## src/rtl/mem_access_unit.sv

```systemverilog
// Load/store unit between a single-request port and a word-wide data memory.
// Sub-word stores do read-modify-write; loads extract and extend the addressed lane.
module mem_access_unit #(
  parameter int ADDR_W = 9
) (
  input  logic              clk,
  input  logic              rst,
  input  logic              req_valid,
  output logic              req_ready,
  input  logic              req_we,
  input  logic [1:0]        req_size,
  input  logic              req_unsigned,
  input  logic [ADDR_W-1:0] req_addr,
  input  logic [31:0]       req_wdata,
  output logic              resp_valid,
  output logic [31:0]       resp_rdata,
  output logic              resp_err,
  output logic [ADDR_W-3:0] mem_address,
  output logic [31:0]       mem_write_data,
  output logic              mem_we,
  input  logic [31:0]       mem_read_data
);

  typedef enum logic [1:0] {S_IDLE, S_RD, S_WR, S_RESP} state_e;

  // Handshake: a request transfers on a rising edge where req_valid && req_ready;
  // req_ready is high only in IDLE, and the response is a single resp_valid cycle
  // that the requester must take (no backpressure).
  state_e            state_q, state_d;
  logic              we_q, we_d;
  logic [1:0]        size_q, size_d;
  logic              uns_q, uns_d;
  logic [ADDR_W-3:0] idx_q, idx_d;
  logic [1:0]        off_q, off_d;
  logic [31:0]       wdata_q, wdata_d;
  logic [31:0]       word_q, word_d;
  logic [31:0]       rdata_q, rdata_d;
  logic              rerr_q, rerr_d;

  logic              accept;
  logic              req_err;
  logic [7:0]        lane_b;
  logic [15:0]       lane_h;
  logic [31:0]       load_ext;
  logic [31:0]       merged;

  assign accept  = req_valid && (state_q == S_IDLE);
  assign req_err = (req_size == 2'd3)
                || ((req_size == 2'd1) && req_addr[0])
                || ((req_size == 2'd2) && (req_addr[1:0] != 2'b00));

  always_ff @(posedge clk or posedge rst) begin
    if (rst) begin
      state_q <= S_IDLE;
    end else begin
      state_q <= state_d;
    end
  end

  always_comb begin
    state_d = state_q;
    case (state_q)
      S_IDLE: begin
        if (accept) begin
          if (req_err)                             state_d = S_RESP;
          else if (req_we && (req_size == 2'd2))   state_d = S_WR;
          else                                     state_d = S_RD;
        end
      end
      S_RD:    state_d = we_q ? S_WR : S_RESP;
      S_WR:    state_d = S_RESP;
      S_RESP:  state_d = S_IDLE;
      default: state_d = S_IDLE;
    endcase
  end

  always_comb begin
    req_ready   = (state_q == S_IDLE);
    resp_valid  = (state_q == S_RESP);
    mem_we      = (state_q == S_WR);
    mem_address = (state_q == S_IDLE) ? req_addr[ADDR_W-1:2] : idx_q;
    merged      = word_q;
    case (size_q)
      2'd0:    merged[{off_q, 3'b000} +: 8] = wdata_q[7:0];
      2'd1:    merged[{off_q[1], 4'b0000} +: 16] = wdata_q[15:0];
      default: merged = wdata_q;
    endcase
    mem_write_data = merged;
  end

  always_comb begin
    lane_b = mem_read_data[{off_q, 3'b000} +: 8];
    lane_h = mem_read_data[{off_q[1], 4'b0000} +: 16];
    case (size_q)
      2'd0:    load_ext = uns_q ? {24'd0, lane_b} : {{24{lane_b[7]}}, lane_b};
      2'd1:    load_ext = uns_q ? {16'd0, lane_h} : {{16{lane_h[15]}}, lane_h};
      default: load_ext = mem_read_data;
    endcase
  end

  // Response registers change only on the edge entering RESP, so they hold between pulses.
  always_comb begin
    we_d    = we_q;
    size_d  = size_q;
    uns_d   = uns_q;
    idx_d   = idx_q;
    off_d   = off_q;
    wdata_d = wdata_q;
    word_d  = word_q;
    rdata_d = rdata_q;
    rerr_d  = rerr_q;
    case (state_q)
      S_IDLE: begin
        if (accept) begin
          we_d    = req_we;
          size_d  = req_size;
          uns_d   = req_unsigned;
          idx_d   = req_addr[ADDR_W-1:2];
          off_d   = req_addr[1:0];
          wdata_d = req_wdata;
          if (req_err) begin
            rdata_d = 32'd0;
            rerr_d  = 1'b1;
          end
        end
      end
      S_RD: begin
        word_d = mem_read_data;
        if (!we_q) begin
          rdata_d = load_ext;
          rerr_d  = 1'b0;
        end
      end
      S_WR: begin
        rdata_d = 32'd0;
        rerr_d  = 1'b0;
      end
      default: ;
    endcase
  end

  always_ff @(posedge clk or posedge rst) begin
    if (rst) begin
      we_q    <= 1'b0;
      size_q  <= 2'd0;
      uns_q   <= 1'b0;
      idx_q   <= '0;
      off_q   <= 2'd0;
      wdata_q <= 32'd0;
      word_q  <= 32'd0;
      rdata_q <= 32'd0;
      rerr_q  <= 1'b0;
    end else begin
      we_q    <= we_d;
      size_q  <= size_d;
      uns_q   <= uns_d;
      idx_q   <= idx_d;
      off_q   <= off_d;
      wdata_q <= wdata_d;
      word_q  <= word_d;
      rdata_q <= rdata_d;
      rerr_q  <= rerr_d;
    end
  end

  assign resp_rdata = rdata_q;
  assign resp_err   = rerr_q;

endmodule
```

## config.mk

```make
export PLATFORM = sky130hd
export DESIGN_NAME = mem_access_unit
export DESIGN_NICKNAME = d
export VERILOG_FILES = /design/src/rtl/mem_access_unit.sv
export SDC_FILE = /design/constraint.sdc
export NUM_CORES = 1
export LEC_CHECK = 0
export ABC_AREA = 0
export CAP_MARGIN = 20
export CELL_PAD_IN_SITES_DETAIL_PLACEMENT = 0
export CELL_PAD_IN_SITES_GLOBAL_PLACEMENT = 2
export CORE_UTILIZATION = 34
export CTS_CLUSTER_SIZE = 28
export DETAILED_ROUTE_END_ITERATION = 8
export HOLD_SLACK_MARGIN = 0.06
export PLACE_DENSITY = 0.95
export SLEW_MARGIN = 20
export SYNTH_ARGS = -nofsm -noshare
export SYNTH_HDL_FRONTEND = slang
export SYNTH_SLANG_ARGS = --single-unit
```

## constraint.sdc

```tcl
create_clock -name clk -period 5.4 [get_ports clk]
set_input_delay 1.08 -clock clk [delete_from_list [all_inputs] [get_ports clk]]
set_output_delay 1.08 -clock clk [all_outputs]
set_load 0.01 [all_outputs]
```

Yosys cells after proc, flatten, opt, wreduce, memory -nomap -nowiden
Cells that the tools add are included.
W data, S select, Z words.
- register bits after elaboration: 112
- output and inout port bits: 75
- add/sub/neg operators: 2
- eq/ne operators: 10
- shift-type cells: 6
- mux-type cells: 20
- reduce and logical (&&, ||, !) cells: 12
- operator list (operator ; count):
    $mux W32 ; 5
    $pmux W32 S2 ; 2
    $pmux W32 S3 ; 1
    $bwmux W32 ; 2
    $shift A16 B7 Y32 const A ; 1
    $shift A8 B7 Y32 const A ; 1
    $shiftx A16 B7 Y32 ; 1
    $shiftx A32 B6 Y16 ; 1
    $shiftx A32 B6 Y8 ; 1
    $shiftx A8 B7 Y32 ; 1
    $neg A5 Y7 ; 2
    $eq A2 B2 Y1 const B ; 4
    $pmux W2 S4 ; 1
    $mux W7 ; 1
    $eq A2 B1 Y1 const B ; 3
    $mux W2 ; 3
    $logic_and A1 B1 Y1 ; 4
    $logic_not A2 Y1 ; 2
    $mux W1 ; 4
    $ne A2 B1 Y1 const B ; 2
    $reduce_and A4 Y1 ; 1
    $pmux W1 S3 ; 1
    $reduce_bool A3 Y1 ; 1
    $logic_or A1 B1 Y1 ; 2
    other kinds (3) ; 3

Longest topological paths before layout
- depth after elaboration: 7
- gate-level depth with buffers: 9

Worst setup path before layout
OpenSTA, ideal clock, no wires.
- path type: register to output
- start point: register off_q[1]
- end point: output port mem_write_data[24]
- data arrival time: 1990 ps
- required time: 4320 ps
- setup slack: 2330 ps
- stages on the path, launching flop included: 9
- path buffers: 3
- path through: dfrtp_1 buf_4 buf_2 inv_1 ha_1 and4b_1 buf_1 a21oi_1 o221ai_1
- word-level cells in the longest chain between the ends: 4
- elaborated cells between the ends (all ways): 9
- those cells by class: add/sub: 2; shift: 4; mux: 3
- RTL lines (element ; RTL line ; source):
    from (decl) ; 34 ; logic [1:0] off_q, off_d;
    from (signal assigned) ; 148 ; off_q <= 2'd0;
    from (signal assigned) ; 158 ; off_q <= off_d;
    $neg A5 Y7 (on tied branches) ; 85, 84 ;
    $shiftx A16 B7 Y32 (tied with other cells) ; 85 ; 2'd1: merged[{off_q[1], 4'b0000} +: 16] = wdata_q[15:0];
    $bwmux W32 (on tied branches) ; 85, 84 ;
    $pmux W32 S2 * ; 83 ; case (size_q)
    to (decl) ; 19 ; output logic [31:0] mem_write_data,
Mark *: on every way between the ends. The rest lies on a longest branch, timed or not.

Worst setup path in the final report
- start point: register off_q[0]
- end point: output port mem_write_data[25]
- word-level cells in the longest chain between the ends: 4
- elaborated cells between the ends (all ways): 5
- those cells by class: add/sub: 1; shift: 2; mux: 2
- RTL lines (element ; RTL line ; source):
    $neg A5 Y7 * ; 84 ; 2'd0: merged[{off_q, 3'b000} +: 8] = wdata_q[7:0];
    $shiftx A8 B7 Y32 or $shift A8 B7 Y32 (tied branches) ; 84 ;
    $bwmux W32 * ; 84 ;
    $pmux W32 S2 * ; 83 ;
Marks and branches as above.

==> impl_metrics.py <==
metrics = {
    "floorplan": {
        "fp.dieH_um": 133.6,
        "core_um2": 16760,
        "num_io_pins": 155,
        "die-area_um2": 17840,
        "rows": 47,
        "start_util": 0.3512,
        "die_width_um": 133.6,
    },
    "pwr": {
        "power_density_nw_per_um2": 666.9,
        "ir_worst_vdd_v": 0.0003210,
        "p_leak_uw": 0.003280,
    },
    "cts": {
        "cts-resized-gates": 0,
        "clockBufferDepth": 2,
        "cts.sinks": 112,
        "tritoncts": "built",
        "cts_setup_buffers": 0,
        "path_clk_slew_ns": 0.07,
        "insertion_delay_ns": 0.36,
        "holdBufCountCts": 0,
        "cts_max_level": 3,
        "cts_made_buffers": 9,
        "root_buffer": "clkbuf_16",
    },
    "global_routing": {
        "track_usage": 0.2050,
        "grt_max_degree": 85,
        "grt_overflow_total": 0,
        "grt_pass1_wl_mm": 27.57,
        "grt_pass1_vias": 4850,
        "antenna_found_initial": 0,
    },
    "final_layout": {
        "antenna_cells": 0,
        "drive_gt1_frac": 0.1908,
        "area_delta_synth_final_pct": 34.25,
        "nNetsFinal": 739,
        "fillers": 1556,
        "stdcell_area_um2": 7901,
        "final_util": 0.4714,
    },
    "worst_setup_path": {
        "required_ns": 4.32,
        "r2r-start": "state_q[1]",
        "rr_worst_depth": 7,
        "worst_setup_path_start_kind": "register",
        "cp-end-kind": "output port",
        "arrival_ns": 2.93,
        "worstPathMaxFanout": 12,
        "crit_start": "off_q[0]",
        "crit_type": "reg2out",
        "cp-endpoint": "mem_write_data[25]",
        "regToRegEndpoint": "resp_rdata[13]",
        "r2r_slack_ns": 2.85,
    },
    "placement": {
        "io_buffers": 154,
        "hpwlAfterDp_mm": 13.22,
        "gp_congestion": 0.8481,
        "place_area_um2": 7602,
    },
    "synth": {
        "synthFlopType": "dfrtp_1",
        "ys_ff_latch": 112,
        "syn_area_per_cell_um2": 11.45,
        "yosysWarnings": 0,
        "synth_fp_nets": 603,
        "synth_cells": 514,
        "synth_edf_count": 0,
        "ys_async_sr_fraction": 1.000,
        "synth_area_um2": 5886,
        "synth.distinct_cells": 46,
        "yosysSeqAreaShare": 0.4762,
    },
    "sta": {
        "slew_headroom": 0.3339,
        "worstMarginPinSlew_ns": 0.9955,
        "finalCriticalPeriod_ns": 4.008,
        "rsz0062_at_grt": "no",
        "slew_viol_final": 0,
        "setup_violations": 0,
        "fmax_mhz": 249.5,
        "fin_crit_sh": 0.7423,
        "finalClockSkew_ns": 0.01145,
        "hold_viol": 0,
        "fin_tns_setup_ns": 0,
    },
    "routing": {
        "wl_per_cell_um": 20.59,
        "drc": 0,
        "drt_iter0_drc": 246,
        "vias_per_cell": 5.448,
        "ant_nets": 0,
        "via_count": 4767,
        "drtPass1Iterations": 6,
        "wl_mm": 18.02,
    },
    "run_status": {
        "status": "completed",
    },
    "flow_run": {
        "cap_violations": 0,
    },
    "worst_hold_path": {
        "hold_path.class": "reg2reg",
    },
}
-- worst min-delay path by stage --
| stage | start | endpoint | slack, ns | cells past startpoint |
|---|---|---|---|---|
| global route | resp_rdata[22] | resp_rdata[22] | 0.51 | 1 |
| floorplan | idx_q[0] | idx_q[0] | 0.48 | 1 |
| detailed placement | resp_rdata[26] | resp_rdata[26] | 0.48 | 1 |
| global placement | resp_rdata[18] | resp_rdata[18] | 0.48 | 1 |
| CTS | resp_rdata[25] | resp_rdata[25] | 0.50 | 1 |
| finish | resp_rdata[25] | resp_rdata[25] | 0.49 | 1 |
-- area by class of cell --
| cell class | instances | area, µm² | area share |
|---|---|---|---|
| inverter | 17 | 68.82 | 0.008709 |
| multi-input combinational | 351 | 2893 | 0.3661 |
| clock inverter | 5 | 38.79 | 0.004909 |
| tap | 220 | 275.3 | 0.03484 |
| clock buffer | 11 | 242.7 | 0.03072 |
| sequential | 112 | 2804 | 0.3549 |
| timing repair buffer | 159 | 1579 | 0.1998 |
-- state kept, by name, summed over array words and instances, names as in the netlist --
| register | cells |
|---|---|
| idx_q | 7 |
| off_q | 2 |
| wdata_q | 32 |
| size_q | 2 |
| state_q | 2 |
| resp_err | 1 |
| word_q | 32 |
| resp_rdata | 32 |
| uns_q | 1 |
| we_q | 1 |
-- cell usage after synthesis (6+ instances only) --
cell type,instances,area share
a22o_1,8,0.012
o221ai_1,21,0.031
mux2i_1,32,0.054
o21ai_0,6,0.0051
nor2_1,11,0.0070
nor2b_1,24,0.026
o2bb2ai_1,18,0.027
ha_1,9,0.019
dfrtp_1,112,0.48
buf_2,6,0.0051
nand2_1,43,0.027
a21oi_1,40,0.034
mux2_2,96,0.18
clkbuf_1,22,0.014
a22oi_1,8,0.010
inv_1,15,0.0096
-- logic make-up (layout without fill, tap and decap cells) --
family                     count (synthesis)  in the layout  share of synthesized area
AOI/OAI and AO/OA                        123            123                     0.1528
DFF                                      112            112                     0.4762
and+or+nand+nor                           90             90                    0.07419
buffers and inverters                     51            192                    0.03571
adders and majority gates                  9              9                    0.01913
muxes                                    129            129                     0.2419
-- cell usage in the layout (no fill, tap or decap), types with 14 or more instances in the layout --
cell type / n
a21oi_1: 40
clkdlybuf4s50_1: 154
dfrtp_1: 111
inv_1: 14
mux2_2: 96
mux2i_1: 32
nand2_1: 42
nor2b_1: 24
o221ai_1: 21
o2bb2ai_1: 18
-- routing by layer --
layer / track usage / vias up / part of all wire / routed length (µm)
li1: - / 2178 / - / -
met1: 0.2721 / 2414 / 0.44 / 7986
met2: 0.3333 / 155 / 0.49 / 8804
met3: 0.03653 / 20 / 0.051 / 923
met4: 0.07639 / 0 / 0.017 / 303
met5: 0 / - / 0 / 0
-- critical path: stages, from the launching register on --
cell and delay, ns:
dfrtp_1 0.59, inv_1 0.17, ha_1 0.36, and4b_1 0.47, a21oi_1 0.12, o221ai_1 0.26
clkdlybuf4s50_1 0.60
-- power breakdown --
| part | internal [µW] | switching, µW | leakage (µW) |
|---|---|---|---|
| sequential | 1250 | 375 | 0.00138 |
| combinational | 1590 | 1400 | 0.00177 |
| clock | 330 | 321 | 0.000137 |
-- through the flow --
| stage | std cells | total power [µW] | hold WS, ns | setup slack (ns) |
|---|---|---|---|---|
| floorplan | 514 | 3334 | 0.4754 | 1.361 |
| global placement | 859 | 4546 | 0.4783 | 1.882 |
| detailed placement | 859 | 4624 | 0.4809 | 1.815 |
| CTS | 875 | 5295 | 0.4980 | 1.407 |
| global route | 875 | 5581 | 0.5128 | 1.272 |
| finish | 875 | 5269 | 0.4936 | 1.392 |
(Power assumes the default switching activity.)
